--- config.mk ---
export PLATFORM = sky130hd
export DESIGN_NAME = dac_update_scheduler
export DESIGN_NICKNAME = d
export VERILOG_FILES = /design/src/rtl/dac_update_scheduler.sv
export SDC_FILE = /design/constraint.sdc
export NUM_CORES = 1
export LEC_CHECK = 0
export ABC_AREA = 1
export BUFFER_PORTS_ARGS = -buffer_cell sky130_fd_sc_hd__buf_2
export CORE_UTILIZATION = 30
export DETAILED_ROUTE_END_ITERATION = 8
export GPL_ROUTABILITY_DRIVEN = 0
export GPL_TIMING_DRIVEN = 1
export PLACE_DENSITY = 0.55
export SLEW_MARGIN = 20
export SYNTH_ARGS = -nofsm -noshare
export SYNTH_HDL_FRONTEND = slang
export SYNTH_SLANG_ARGS = --single-unit
export TNS_END_PERCENT = 5
--- constraint.sdc ---
create_clock -name qzt_clk -period 1.8 [get_ports qzt_clk]
set_input_delay 0.27 -clock qzt_clk [delete_from_list [all_inputs] [get_ports qzt_clk]]
set_output_delay 0.27 -clock qzt_clk [all_outputs]
set_load 0.02 [all_outputs]
--- src/rtl/dac_update_scheduler.sv ---
// Round-robin scheduler that shares one serial DAC between two sample requesters
// and generates the complete 32-bit SPI write-and-update frame.
module dac_update_scheduler #(
  parameter int         SCK_HALF = 2,
  parameter logic [3:0] CMD      = 4'b0011,
  parameter logic [3:0] ADDR_A   = 4'b0000,
  parameter logic [3:0] ADDR_B   = 4'b0001,
  parameter int         CS_GAP   = 2
) (
  input  logic        qzt_clk,
  input  logic        reset,
  input  logic        req_a,
  input  logic [11:0] data_a,
  output logic        ack_a,
  input  logic        req_b,
  input  logic [11:0] data_b,
  output logic        ack_b,
  output logic        busy,
  output logic        frame_done,
  output logic        SPI_SCK,
  output logic        SPI_MOSI,
  output logic        DAC_CS,
  output logic        DAC_CLR
);

  // state | meaning
  // IDLE  | CS high, waiting for a request, arbitrates on each edge
  // SHIFT | CS low, clocking out 32 bits MSB first
  // GAP   | CS high for CS_GAP cycles before the next grant

  localparam int PW = (SCK_HALF > 1) ? $clog2(SCK_HALF) : 1;
  localparam int GW = (CS_GAP > 1) ? $clog2(CS_GAP) : 1;
  localparam logic [PW-1:0] PHASE_LAST = PW'(SCK_HALF - 1);
  localparam logic [GW-1:0] GAP_LAST   = GW'(CS_GAP - 1);

  typedef enum logic [1:0] {IDLE, SHIFT, GAP} state_t;

  state_t        state, state_nxt;
  logic [PW-1:0] phase;
  logic [4:0]    bit_cnt;
  logic [GW-1:0] gap_cnt;
  logic [31:0]   shift_reg;
  logic [31:0]   word;
  logic          rr_last;  // 1: B won last, so A has priority
  logic          grant_a, grant_b, phase_end, last_fall;

  always_ff @(posedge qzt_clk or posedge reset) begin
    if (reset) state <= IDLE;
    else       state <= state_nxt;
  end

  always_comb begin
    state_nxt = state;
    case (state)
      IDLE:    if (grant_a || grant_b) state_nxt = SHIFT;
      SHIFT:   if (last_fall) state_nxt = GAP;
      GAP:     if (gap_cnt == GAP_LAST) state_nxt = IDLE;
      default: state_nxt = IDLE;
    endcase
  end

  always_comb begin
    busy      = (state != IDLE);
    grant_a   = (state == IDLE) && req_a && (!req_b || rr_last);
    grant_b   = (state == IDLE) && req_b && (!req_a || !rr_last);
    phase_end = (phase == PHASE_LAST);
    last_fall = (state == SHIFT) && phase_end && SPI_SCK && (bit_cnt == 5'd31);
    word      = grant_a ? {8'h00, CMD, ADDR_A, data_a, 4'h0}
                        : {8'h00, CMD, ADDR_B, data_b, 4'h0};
  end

  always_ff @(posedge qzt_clk or posedge reset) begin
    if (reset) begin
      ack_a      <= 1'b0;
      ack_b      <= 1'b0;
      frame_done <= 1'b0;
      SPI_SCK    <= 1'b0;
      SPI_MOSI   <= 1'b0;
      DAC_CS     <= 1'b1;
      DAC_CLR    <= 1'b0;
      rr_last    <= 1'b1;
      phase      <= '0;
      bit_cnt    <= '0;
      gap_cnt    <= '0;
      shift_reg  <= '0;
    end else begin
      ack_a      <= 1'b0;
      ack_b      <= 1'b0;
      frame_done <= 1'b0;
      DAC_CLR    <= 1'b1;
      case (state)
        IDLE: begin
          if (grant_a || grant_b) begin
            ack_a     <= grant_a;
            ack_b     <= grant_b;
            rr_last   <= grant_b;
            shift_reg <= word;
            SPI_MOSI  <= word[31];
            SPI_SCK   <= 1'b0;
            DAC_CS    <= 1'b0;
            phase     <= '0;
            bit_cnt   <= '0;
          end
        end
        SHIFT: begin
          if (phase_end) begin
            phase <= '0;
            if (!SPI_SCK) begin
              SPI_SCK <= 1'b1;
            end else if (bit_cnt == 5'd31) begin
              SPI_SCK    <= 1'b0;
              SPI_MOSI   <= 1'b0;
              DAC_CS     <= 1'b1;
              frame_done <= 1'b1;
              gap_cnt    <= '0;
            end else begin
              // falling SCK: advance to the next bit so it settles before the rise
              SPI_SCK   <= 1'b0;
              bit_cnt   <= bit_cnt + 5'd1;
              shift_reg <= {shift_reg[30:0], 1'b0};
              SPI_MOSI  <= shift_reg[30];
            end
          end else begin
            phase <= phase + 1'b1;
          end
        end
        GAP:     gap_cnt <= gap_cnt + 1'b1;
        default: ;
      endcase
    end
  end

endmodule
==> results.ini <==
[cells_and_area]
fin_area_um2 = 2630
diodes = 0
layout-drive-gt1-share_pct = 26.0
layout.cells.most_common_list = sky130_fd_sc_hd__nand2_1 (87), sky130_fd_sc_hd__nand3_1 (43), sky130_fd_sc_hd__dfrtp_1 (42)
finalCoreUtilization_pct = 38.0
most_common_cell_after_layout_fill_and_taps_aside = sky130_fd_sc_hd__nand2_1
largest_reg_flops = 27
area_growth_syn_to_layout_pct = 20.4
finalNetCount = 326

[sta]
setup_total_negative_slack_ns = 0
final.setup_skew_ns = 0.00740
timing.final.crit_share_pct = 93.5
finalHoldViolations = 0
max-slew-margin-rel_pct = 62.8
rsz0062_at_grt = yes
finalSetupViolations = 0
achievable-frequency_mhz = 594
hold-worst-slack_ns = 0.0427
worstMarginPinSlew_ns = 0.556
final_period_minus_worst_setup_slack_ns = 1.68
finalMaxSlewViolations = 0

[synth]
syn_area_um2 = 2180
synth_largest_area_cell = sky130_fd_sc_hd__dfrtp_1
ys.warnings.count = 0
synth-seq-cells = 44
net_count_after_synthesis = 288
netlist-cell-type-count = 29
avgSynthCellArea_um2 = 8.49
synth_seq_area_share_pct = 50.6
post_synth_inst_count = 257
synth.area.top_cells = sky130_fd_sc_hd__dfrtp_1 (48%), sky130_fd_sc_hd__nand2_1 (15%), sky130_fd_sc_hd__nand3_1 (9.9%)
synthDominantCellAreaShare_pct = 48.2

[critical_path]
reg2regPathDepth = 9
crit_chain = ha_2 > nand2_1 > nor2_2 > ha_1 > inv_2 > a21oi_4 > o21bai_4 > clkbuf_16 > o21ai_0
critical_path.endpoint = shift_reg[16]
worst_ep_arrival_time_ns = 1.86
crit-reg2reg-launch = bit_cnt[1]
timing.critical_path.from_type = flip-flop
critical_path.max_fanout = 8
worstSetupPathType = reg -> reg
slowest_stage_cell_cp = sky130_fd_sc_hd__dfrtp_1
timing.critical_path.required_ns = 1.98
end_kind = flip-flop
cpPeakStageDelay_ns = 0.37
timing.critical_path.from = bit_cnt[1]
rr_endpoint = shift_reg[16]
setup.reg_to_reg.worst_slack_ns = 0.12

[clock_network]
clock_transition_at_the_registers_of_the_reported_paths_ns = 0.08
clkLatencyLatePin_ns = 0.30
cts_made_buffers = 5
max-clock-path-buffers = 2
cts_num_sinks = 44
htree_num_levels = 2
ctsRootBufferMaster = sky130_fd_sc_hd__clkbuf_8
cts_tree = yes

[drt]
detail_route.wl_per_cell_um = 11.7
via_count = 1784
drt_first_pass_iters = 4
avgViaCountPerCell = 4.55
drt_drc_violations_left = 0
final_antenna_net_count = 0
wl_um = 4590
dr.first_iter.drc_count = 149

[power_and_ir_drop]
static-leakage-power_uw = 0.00140
ir_drop_worst_case_vdd_v = 0.000242
pwr_density_cell_nw_per_um2 = 685
finalPower_uw = 1800

[grt]
grt.overflow.total = 0
global_route.usage.total_pct = 13.1
grt_first_pass_wirelength_um = 7850
antenna_violations_before_repair = 0
grt_pass1_vias = 1666
pin_count_of_the_biggest_net_entering_global_routing = 35

[outcome]
run_status = complete, no violations

[die]
fp.dieH_um = 87.3
die_area_um2 = 7610
pin_count = 36
core_area_um2 = 6910
chipWidth_um = 87.3
initial_core_util_pct = 31.6
floorplan.rows = 30

[flow_run]
max-cap-violations = 0

[placement]
dpl_cell_area_um2 = 2470
detailed_place_hpwl_um = 3020
count_of_input_and_output_buffers = 35

[min_path]
hold_class = in -> async

==> logic make-up (layout without fill, tap and decap cells) <==
logic type	count (synthesis)	after routing	synth area share (%)
and+or+nand+nor	163	163	34.3
DFF	44	44	50.6
buffers and inverters	28	67	6.88
AOI/OAI and AO/OA	17	17	5.97
adders and majority gates	3	3	1.72
other	1	1	0.172
xor gates and xnor gates	1	1	0.402
==> routing by layer <==
layer,wire [µm],GRT usage [%]
met1,2290,17.9
met2,2120,20.7
met3,146,3.22
met4,38,3.87
met5,0,0
==> area by class of cell <==
class / count / area [µm²]
tap: 96 / 120
clock buffer: 6 / 72.6
clock inverter: 2 / 35.0
sequential: 44 / 1100
inverter: 14 / 57.6
fill: 750 / 4280
timing repair buffer: 45 / 297
multi-input combinational: 185 / 940
==> worst min path at each step <==
stage	from	endpoint	slack, ns	cells past startpoint
after CTS	reset	shift_reg[15]	0.06	3
after global routing	reset	ack_a	0.08	3
after detailed placement	reset	ack_a	0.39	3
after floorplan	req_b	ack_b	0.42	2
after global placement	reset	ack_a	0.39	3
final	reset	ack_a	0.04	3
==> critical path, delay by kind of cell, from the launching register on <==
family | cells | cell delay (ns)
compound gates | 3 | 0.42
fa+ha+maj | 2 | 0.35
buf+inv | 2 | 0.26
flops | 1 | 0.37
simple gates | 2 | 0.18
==> Yosys cell counts (all sizes together) <==
| cell | instances |
|---|---|
| nand2 | 89 |
| nand3 | 43 |
| dfrtp | 42 |
| inv | 13 |
| nand4 | 11 |
| or2 | 11 |
| o21ai | 10 |
| buf | 9 |
| nor2 | 7 |
| clkbuf | 5 |
| a21oi | 4 |
| ha | 3 |
| dfstp | 2 |
| clkinv | 1 |
| conb | 1 |
| nor3 | 1 |
| o211ai | 1 |
| o21a | 1 |
| o21bai | 1 |
| or3 | 1 |
| xor2 | 1 |
==> through the flow <==
step	setup slack [ns]	instances
6_report	0.117	392
3_5_place_dp	0.0493	382
4_1_cts	0.0541	390
5_1_grt	-0.0484	392
3_3_place_gp	0.0966	382
2_1_floorplan	0.133	257
==> where the power goes <==
group	internal (µW)	total, µW	leakage (µW)	switching, µW
clock network	412	741	0.0000552	329
logic	28.0	67.5	0.000764	39.5
registers	989	989	0.000586	0.172
==> timing repair <==
| item | 4_1_cts | 5_1_grt |
|---|---|---|
| endpoints found under the setup margin | 0 | 32 |
| setup buffers | 0 | 0 |
| resized for setup | 0 | 4 |
| hold buffers | 0 | 0 |
Note: power is estimated with default switching activity, not from simulation.
